**src/rtl/bus_arbiter_if.sv**
```systemverilog
// Request/response bundle between the two pipeline ports, the arbiter and the
// shared downstream memory port.
interface bus_arbiter_if #(
    parameter int ADDR_W = 64,
    parameter int DATA_W = 64
);
    localparam int STRB_W = DATA_W / 8;

    logic [1:0]                    s_valid;
    logic [1:0][ADDR_W-1:0]        s_addr;
    logic [1:0]                    s_write;
    logic [1:0][2:0]               s_size;
    logic [1:0][STRB_W-1:0]        s_strobe;
    logic [1:0][DATA_W-1:0]        s_wdata;
    logic [1:0]                    s_addr_ok;
    logic [1:0]                    s_data_ok;
    logic [DATA_W-1:0]             s_rdata;

    logic                          m_valid;
    logic [ADDR_W-1:0]             m_addr;
    logic                          m_write;
    logic [2:0]                    m_size;
    logic [STRB_W-1:0]             m_strobe;
    logic [DATA_W-1:0]             m_wdata;
    logic                          m_ready;
    logic                          m_rvalid;
    logic [DATA_W-1:0]             m_rdata;

    // slave: the arbiter itself; master: requesters plus downstream memory
    modport slave (
        input  s_valid, s_addr, s_write, s_size, s_strobe, s_wdata,
        output s_addr_ok, s_data_ok, s_rdata,
        output m_valid, m_addr, m_write, m_size, m_strobe, m_wdata,
        input  m_ready, m_rvalid, m_rdata
    );

    modport master (
        output s_valid, s_addr, s_write, s_size, s_strobe, s_wdata,
        input  s_addr_ok, s_data_ok, s_rdata,
        input  m_valid, m_addr, m_write, m_size, m_strobe, m_wdata,
        output m_ready, m_rvalid, m_rdata
    );
endinterface

```
**src/rtl/bus_arbiter.sv**
```systemverilog
// Two-port single-outstanding arbiter sharing one downstream memory port
// between instruction fetch (port 0) and data access (port 1).
module bus_arbiter #(
    parameter int RR_MODE = 0,
    parameter int ADDR_W  = 64,
    parameter int DATA_W  = 64
) (
    input  logic          i_clk,
    input  logic          i_reset,
    bus_arbiter_if.slave  bus,
    output logic [31:0]   o_cnt_port0,
    output logic [31:0]   o_cnt_port1
);
    localparam int STRB_W = DATA_W / 8;

    // state   | meaning
    // IDLE    | waiting for a request, grant decided combinationally
    // REQ     | latched request presented downstream until m_ready
    // RESP    | waiting for m_rvalid, response steered to granted port
    typedef enum logic [1:0] {ST_IDLE, ST_REQ, ST_RESP} state_t;

    state_t              r_state;
    state_t              w_state_nxt;
    logic                r_grant;
    logic                r_rr_last;
    logic [ADDR_W-1:0]   r_addr;
    logic                r_write;
    logic [2:0]          r_size;
    logic [STRB_W-1:0]   r_strobe;
    logic [DATA_W-1:0]   r_wdata;
    logic [31:0]         r_cnt_port0;
    logic [31:0]         r_cnt_port1;

    logic                w_both;
    logic                w_winner;
    logic                w_take;
    logic                w_done;

    // Round-robin favours the port that lost the last contested grant.
    always_comb begin
        w_both = &bus.s_valid;
        if (w_both) begin
            w_winner = (RR_MODE != 0) ? ~r_rr_last : 1'b1;
        end else begin
            w_winner = bus.s_valid[1];
        end
    end

    always_ff @(posedge i_clk) begin
        if (i_reset) begin
            r_state <= ST_IDLE;
        end else begin
            r_state <= w_state_nxt;
        end
    end

    always_comb begin
        w_state_nxt   = r_state;
        w_take        = 1'b0;
        w_done        = 1'b0;
        bus.s_addr_ok = 2'b00;
        bus.s_data_ok = 2'b00;
        bus.s_rdata   = '0;
        bus.m_valid   = 1'b0;
        case (r_state)
            ST_IDLE: begin
                if (|bus.s_valid) begin
                    w_take                  = 1'b1;
                    bus.s_addr_ok[w_winner] = 1'b1;
                    w_state_nxt             = ST_REQ;
                end
            end
            ST_REQ: begin
                bus.m_valid = 1'b1;
                if (bus.m_ready) begin
                    w_state_nxt = ST_RESP;
                end
            end
            ST_RESP: begin
                if (bus.m_rvalid) begin
                    w_done                 = 1'b1;
                    bus.s_data_ok[r_grant] = 1'b1;
                    bus.s_rdata            = bus.m_rdata;
                    w_state_nxt            = ST_IDLE;
                end
            end
            default: w_state_nxt = ST_IDLE;
        endcase
    end

    always_ff @(posedge i_clk) begin
        if (i_reset) begin
            r_grant     <= 1'b0;
            r_rr_last   <= 1'b0;
            r_addr      <= '0;
            r_write     <= 1'b0;
            r_size      <= '0;
            r_strobe    <= '0;
            r_wdata     <= '0;
            r_cnt_port0 <= '0;
            r_cnt_port1 <= '0;
        end else begin
            if (w_take) begin
                r_grant  <= w_winner;
                r_addr   <= bus.s_addr[w_winner];
                r_write  <= bus.s_write[w_winner];
                r_size   <= bus.s_size[w_winner];
                r_strobe <= bus.s_strobe[w_winner];
                r_wdata  <= bus.s_wdata[w_winner];
                if (w_both) begin
                    r_rr_last <= w_winner;
                end
            end
            if (w_done) begin
                if (r_grant) begin
                    r_cnt_port1 <= r_cnt_port1 + 32'd1;
                end else begin
                    r_cnt_port0 <= r_cnt_port0 + 32'd1;
                end
            end
        end
    end

    assign bus.m_addr   = r_addr;
    assign bus.m_write  = r_write;
    assign bus.m_size   = r_size;
    assign bus.m_strobe = r_strobe;
    assign bus.m_wdata  = r_wdata;
    assign o_cnt_port0  = r_cnt_port0;
    assign o_cnt_port1  = r_cnt_port1;
endmodule

```
**src/flat_wrapper.sv**
```systemverilog
// flat-port wrapper written by rule: the top's interface ports become plain ports
module bus_arbiter_flat 
#(
    parameter int RR_MODE = 0,
    parameter int ADDR_W  = 64,
    parameter int DATA_W  = 64
)
  (i_clk, i_reset, o_cnt_port0, o_cnt_port1, bus_s_valid, bus_s_addr, bus_s_write, bus_s_size, bus_s_strobe, bus_s_wdata, bus_s_addr_ok, bus_s_data_ok, bus_s_rdata, bus_m_valid, bus_m_addr, bus_m_write, bus_m_size, bus_m_strobe, bus_m_wdata, bus_m_ready, bus_m_rvalid, bus_m_rdata);
  bus_arbiter_if #(.ADDR_W(ADDR_W), .DATA_W(DATA_W)) bus_i ();
  input  logic i_clk;
  input  logic i_reset;
  output logic [31:0] o_cnt_port0;
  output logic [31:0] o_cnt_port1;
  input wire logic [$bits(bus_i.s_valid)-1:0] bus_s_valid;
  input wire logic [$bits(bus_i.s_addr)-1:0] bus_s_addr;
  input wire logic [$bits(bus_i.s_write)-1:0] bus_s_write;
  input wire logic [$bits(bus_i.s_size)-1:0] bus_s_size;
  input wire logic [$bits(bus_i.s_strobe)-1:0] bus_s_strobe;
  input wire logic [$bits(bus_i.s_wdata)-1:0] bus_s_wdata;
  output wire logic [$bits(bus_i.s_addr_ok)-1:0] bus_s_addr_ok;
  output wire logic [$bits(bus_i.s_data_ok)-1:0] bus_s_data_ok;
  output wire logic [$bits(bus_i.s_rdata)-1:0] bus_s_rdata;
  output wire logic [$bits(bus_i.m_valid)-1:0] bus_m_valid;
  output wire logic [$bits(bus_i.m_addr)-1:0] bus_m_addr;
  output wire logic [$bits(bus_i.m_write)-1:0] bus_m_write;
  output wire logic [$bits(bus_i.m_size)-1:0] bus_m_size;
  output wire logic [$bits(bus_i.m_strobe)-1:0] bus_m_strobe;
  output wire logic [$bits(bus_i.m_wdata)-1:0] bus_m_wdata;
  input wire logic [$bits(bus_i.m_ready)-1:0] bus_m_ready;
  input wire logic [$bits(bus_i.m_rvalid)-1:0] bus_m_rvalid;
  input wire logic [$bits(bus_i.m_rdata)-1:0] bus_m_rdata;
  assign bus_i.s_valid = bus_s_valid;
  assign bus_i.s_addr = bus_s_addr;
  assign bus_i.s_write = bus_s_write;
  assign bus_i.s_size = bus_s_size;
  assign bus_i.s_strobe = bus_s_strobe;
  assign bus_i.s_wdata = bus_s_wdata;
  assign bus_s_addr_ok = bus_i.s_addr_ok;
  assign bus_s_data_ok = bus_i.s_data_ok;
  assign bus_s_rdata = bus_i.s_rdata;
  assign bus_m_valid = bus_i.m_valid;
  assign bus_m_addr = bus_i.m_addr;
  assign bus_m_write = bus_i.m_write;
  assign bus_m_size = bus_i.m_size;
  assign bus_m_strobe = bus_i.m_strobe;
  assign bus_m_wdata = bus_i.m_wdata;
  assign bus_i.m_ready = bus_m_ready;
  assign bus_i.m_rvalid = bus_m_rvalid;
  assign bus_i.m_rdata = bus_m_rdata;
  bus_arbiter #(.RR_MODE(RR_MODE), .ADDR_W(ADDR_W), .DATA_W(DATA_W)) u_core (.i_clk(i_clk), .i_reset(i_reset), .bus(bus_i), .o_cnt_port0(o_cnt_port0), .o_cnt_port1(o_cnt_port1));
endmodule
```
**config.mk**
```make
export PLATFORM = sky130hd
export DESIGN_NAME = bus_arbiter_flat
export DESIGN_NICKNAME = d
export VERILOG_FILES = /design/src/rtl/bus_arbiter_if.sv /design/src/rtl/bus_arbiter.sv /design/src/flat_wrapper.sv
export SDC_FILE = /design/constraint.sdc
export NUM_CORES = 1
export LEC_CHECK = 0
export CORE_AREA = 2 2 242 244
export DETAILED_ROUTE_END_ITERATION = 8
export DIE_AREA = 0 0 244 246
export HOLD_SLACK_MARGIN = 0.02
export PLACE_DENSITY = 0.48
export SLEW_MARGIN = 20
export SYNTH_ARGS = -nofsm -noshare
export SYNTH_HDL_FRONTEND = slang
export SYNTH_SLANG_ARGS = --single-unit
```
**constraint.sdc**
```tcl
create_clock -name i_clk -period 2.73 [get_ports i_clk]
set_input_delay 0.546 -clock i_clk [delete_from_list [all_inputs] [get_ports i_clk]]
set_output_delay 0.546 -clock i_clk [all_outputs]
set_load 0.005 [all_outputs]
```
Yosys cells after proc, flatten, opt, wreduce, memory -nomap -nowiden:

Index checks and enable logic that the tools add are counted.

* flip-flop bits (word level): 207
* word-level logic and storage cells: 59

* add/subtract/negate cells: 2
* $lt $le $gt $ge: 4
* eq/ne operators: 5
* muxes and demuxes: 30
* bitwise logic cells: 1
* reduce and logical (&&, ||, !) cells: 8

Operators by type and width (count)
* $mux W64: 6
* $add A32 B1 Y32 const B: 2
* $mux W8: 2
* $mux W2: 7
* $mux W1: 10
* $mux W3: 2
* $pmux W2 S3: 1
* $reduce_and A2 Y1: 3
* $lt A1 B2 Y1 const B: 2
* $ne A2 B2 Y1 const B: 2
* $reduce_and A3 Y1: 1
* $demux W1 S1: 2
* $eq A2 B1 Y1 const B: 1
* $eq A2 B2 Y1 const B: 1
* $ge A1 B1 Y1 const B: 2
* $logic_and A1 B1 Y1: 2
* $logic_not A2 Y1: 1
* $ne A2 B1 Y1 const B: 1
* $reduce_or A2 Y1: 1
* $not A1 Y1: 1

Longest topological paths before layout:

Gate-level depths: netlist (run 1).

* word-level depth: 8
* depth in mapped cells: 7
* mapped depth without buffers: 5

Worst setup path after synthesis (run 1):

Ideal clock, no wire load.

* path type: input port to output port
* start: input bus_s_valid[1]
* end: output bus_s_addr_ok[1]
* data arrival time: 1532 ps
* setup slack: 652 ps
* cell stages on the path: 4
* buffers on the path: 3
* cells stage by stage: clkbuf_1 > clkbuf_1 > buf_2 > and2_1

* word-level cells in the longest chain between the ends: 8
* elaborated cells between the ends (all ways): 10

RTL lines
* from (decl): line flat_wrapper.sv:14 `input wire logic [$bits(bus_i.s_valid)-1:0] bus_s_valid;`
* $reduce_and A2 Y1: line bus_arbiter.sv:41 `w_both = &bus.s_valid;`
* $mux W1: line bus_arbiter.sv:42 `if (w_both) begin`
* $lt A1 B2 Y1 (not written as such) / $ge A1 B1 Y1 (equally long branches): line bus_arbiter.sv:69 `bus.s_addr_ok[w_winner] = 1'b1;`
* $logic_and A1 B1 Y1 (not written as such): line bus_arbiter.sv:69
* $mux W1 (not written as such): line bus_arbiter.sv:69
* $demux W1 S1
* $mux W2 *: line bus_arbiter.sv:67 `if (|bus.s_valid) begin`
* $mux W2 *: line bus_arbiter.sv:65 `case (r_state)`
* to (decl): line flat_wrapper.sv:20 `output wire logic [$bits(bus_i.s_addr_ok)-1:0] bus_s_addr_ok;`

Mark *: on every way between the ends. The rest lies on a longest branch, timed or not.

Final worst setup path (run 1):

* start: register u_core.r_state[0]
* end: output bus_s_rdata[8]

* word-level cells in the longest chain between the ends: 2

RTL lines
* from (decl): line bus_arbiter.sv:22 `state_t r_state;`
* from (signal assigned): line bus_arbiter.sv:53 `r_state <= w_state_nxt;`
* $eq A2 B2 Y1: line bus_arbiter.sv:65
* $mux W64: line bus_arbiter.sv:65
* to (decl): line flat_wrapper.sv:22 `output wire logic [$bits(bus_i.s_rdata)-1:0] bus_s_rdata;`

Every way passes these cells.

==> results of run 1 <==
repair_timing:
item                       CTS  global route
gates cloned                 2             0
buffers inserted             3             1
gates resized for setup      6            14
pin swaps                    0             1
setup endpoints to repair   19            14
cells in the final DEF (no fill, tap or decap), types with 3 or more instances in the layout:
cell | netlist | final
clkdlybuf4s50_1 | 0 | 607
nor2_1 | 205 | 205
dfxtp_1 | 207 | 205
mux2i_1 | 141 | 141
a211oi_1 | 140 | 140
and2_1 | 67 | 67
xnor2_1 | 45 | 45
buf_4 | 0 | 40
clkbuf_16 | 0 | 26
nand2_1 | 24 | 24
nand3_1 | 20 | 20
inv_1 | 16 | 16
nor3_1 | 15 | 15
a21oi_1 | 11 | 11
nor4_1 | 11 | 11
dlymetal6s2s_1 | 0 | 11
or3_1 | 9 | 9
nor4_2 | 9 | 9
buf_12 | 0 | 9
xor2_1 | 8 | 8
and4_1 | 8 | 8
nand4_1 | 8 | 8
clkbuf_8 | 0 | 7
nor3_2 | 6 | 6
clkinv_2 | 0 | 6
bufinv_16 | 0 | 6
and3_1 | 5 | 5
o21ai_0 | 4 | 4
nor2b_1 | 4 | 3
o21ai_1 | 3 | 3
cell usage after synthesis (9+ instances only):
library cell  count  area [um^2]
dfxtp_1         207         4140
nor2_1          205          769
mux2i_1         141         1410
a211oi_1        140         1050
and2_1           67          419
clkbuf_1         52          195
xnor2_1          45          394
nand2_1          24         90.1
buf_2            20          100
nand3_1          20          100
buf_1            16         60.1
inv_1            16         60.1
nor3_1           15         75.1
a21oi_1          11         55.1
nor4_1           11         68.8
nor4_2            9          113
or3_1             9         56.3
sequential cells by signal, indices dropped and copies added, names as in the netlist:
signal,count
u_core.bus.m_addr,64
u_core.bus.m_wdata,64
u_core.o_cnt_port0,32
u_core.o_cnt_port1,32
u_core.bus.m_strobe,8
u_core.bus.m_size,3
u_core.r_state,2
u_core.bus.m_write,1
u_core.r_grant,1
stage by stage:
step | instance area, um^2 | hold slack [ns] | std cells | setup WS, ns | util
finish | 18000 | 0.450 | 2464 | 0.0910 | 0.315
CTS | 18000 | 0.418 | 2461 | 0.0321 | 0.314
global route | 18000 | 0.442 | 2463 | 0.00215 | 0.314
global placement | 16900 | 0.484 | 2409 | -0.0382 | 0.295
detailed placement | 16900 | 0.491 | 2409 | -0.0546 | 0.295
floorplan | 9670 | 0.481 | 1067 | 0.652 | -
cell families (layout without fill, tap and decap cells):
logic type,Yosys count,count (layout),share of synthesized area
and+or+nand+nor,397,397,0.209
muxes,142,142,0.147
AOI/OAI and AO/OA,161,161,0.120
xor gates and xnor gates,53,53,0.0480
buffers and inverters,105,735,0.0441
adders and majority gates,2,2,0.00259
other,0,2,0
DFF,207,207,0.428
final timing paths:
path                     startpoint                      to  slack, ns  cells past startpoint
hold / removal              i_reset  u_core.o_cnt_port0[27]       0.45                      2
hold reg to reg   u_core.r_state[1]       u_core.r_state[0]       0.48                      1
setup reg to reg  u_core.r_state[0]  u_core.o_cnt_port1[22]       0.53                     11
setup / recovery  u_core.r_state[0]          bus_s_rdata[8]       0.09                      5
power groups by stage:
stage	Sequential (mW)	Combinational, mW	Clock (mW)
after floorplan	3.48	0.639	0
after global placement	3.46	1.98	0
after detailed placement	3.46	1.97	0
after CTS	3.41	1.99	4.01
after global routing	3.43	2.12	4.13
final	3.40	1.95	3.87
routing by layer:
metal,vias up,share of wire
li1,4993,-
met1,4416,0.37
met2,425,0.52
met3,51,0.082
met4,2,0.026
met5,-,0.00029
area by class of cell:
cell class | instances | area (um^2)
multi-input combinational | 755 | 5120
antenna | 2 | 5.00
sequential | 207 | 4150
clock buffer | 34 | 741
clock inverter | 13 | 226
fill | 6001 | 39300
inverter | 16 | 60.1
tap | 765 | 957
timing repair buffer | 672 | 6780
==> summary.md, run 1 <==
| Metric | Value |
|---|---|
| Status | finished clean |
| Final RePlAce weighted congestion | 0.821 |
| Initial antenna violation count | 3 |
| Worst Setup Start Kind | flip-flop |
| Synthesis Warnings | 0 |
| Net switching power | 2.29 mW |
| # nets final | 2030 |
| Mapped Cells | 1067 |
| Hold Fails Final Rpt | 0 |
| Worst Path Required | 2.18 ns |
| Crit share post-route | 0.967 |
| P_leak | 6.92 nW |
| CTS tree | yes |
| IO Pins | 623 |
| Sw Ratio | 0.248 |
| DRC | 0 |
| First-pass GRT wire length | 60100 um |
| Gr ovfl total | 0 |
| Final setup fails | 0 |
| Asr flop ratio synth | 0 |
| # Max-Cap Violations | 0 |
| Full die area | 60000 um^2 |
| Layout cells sized above 1 | 0.0719 |
| Slowest Stage Delay on Critical Path | 0.49 ns |
| Cell family with most CP delay | buffers and inverters |
| Rel. slew slack | 0.505 |
| Worst-Margin Slew | 0.743 ns |
| Buffers and inverters on the worst path | 3 |
| Port Buf Inserts | 622 |
| Critical path arrival | 2.09 ns |
| Crit-path slowest cell | clkdlybuf4s50_1 |
| TritonCTS buffer count | 26 |
| CP Cell Sequence | and3b_2 > buf_12 > buf_16 > and2_1 > clkdlybuf4s50_1 |
| Worst min path class | in -> reg |
| Fin crit period | 2.64 ns |
| Post-detail-place hpwl | 32600 um |
| Clock skew | 0.0134 ns |
| Synthesis-to-layout area growth | 86.5% |
| Clk pwr share | 0.420 |
| DR WL/cell | 16.8 um |
| FMAX | 379 MHz |
| Total number of vias | 9887 |
| Int Power | 6.93 mW |
| Clk pin slew, worst setup/hold paths | 0.06 ns |
| Sequential share of the synthesized area | 0.428 |
| Buffer depth of the longest clock path | 3 |
| Clock latency on the worst-skew pair | 0.55 ns |
| Core area | 57400 um^2 |
| Die height | 246 um |
| H-tree depth | 1 |
| Largest net degree at the start of global routing | 64 |
| Sequential Power Share | 0.369 |
| Die Wd | 244 um |
| Unrepaired setup endpoints after global routing | false |
| Num rows | 88 |
| Met2 Use GR | 0.250 |
| Vias in the first global route | 9955 |
| Post-route ant nets | 0 |
| Total power | 9.22 mW |
| Vias per inst | 4.01 |
| FF+latch count, synth | 207 |
| Post-Route WL | 41500 um |
| Initial DRC Count | 298 |
| Met3 Use GR | 0.0369 |
| Power Density | 511 nW/um^2 |
| Number of synthesized flops with an enable pin | 0 |
| GRT met1 Usage | 0.135 |
| Combinational share of power | 0.211 |
| Net Count, Synth | 1419 |
| Initial Util | 0.169 |
| Crit Path Category | reg -> out |
| Post-synth top flop | dfxtp_1 |
| GRT Max-Usage Layer | met2 |
| DR pass1 iterations | 5 |
| Avg Cell Area, Syn | 9.07 um^2 |
| Hold_buf cts | 0 |
| Overall routing resource usage | 0.130 |
| Post-Syn Area | 9670 um^2 |
| Max Fanout on Critical Path | 17 |
| Slew Viols, Final | 0 |
| Clk Tree Root Cell | clkbuf_16 |
| Netlist cell types | 36 |
| Peak VDD IR | 0.000366 V |
| Setup TNS | 0 ns |
| Clk sink count | 207 |
| Crit path capture type | output port |
Note: power is estimated with default switching activity, not from simulation.
==> run 2: changes to the inputs <==
--- a/config.mk
+++ b/config.mk
@@ -5,6 +5,7 @@
 export SDC_FILE = /design/constraint.sdc
 export NUM_CORES = 1
 export LEC_CHECK = 0
+export ABC_AREA = 0
 export CORE_AREA = 2 2 242 244
 export DETAILED_ROUTE_END_ITERATION = 8
 export DIE_AREA = 0 0 244 246
==> results of run 2 <==
Final layout, timing and power as in run 1 (identical DEF).
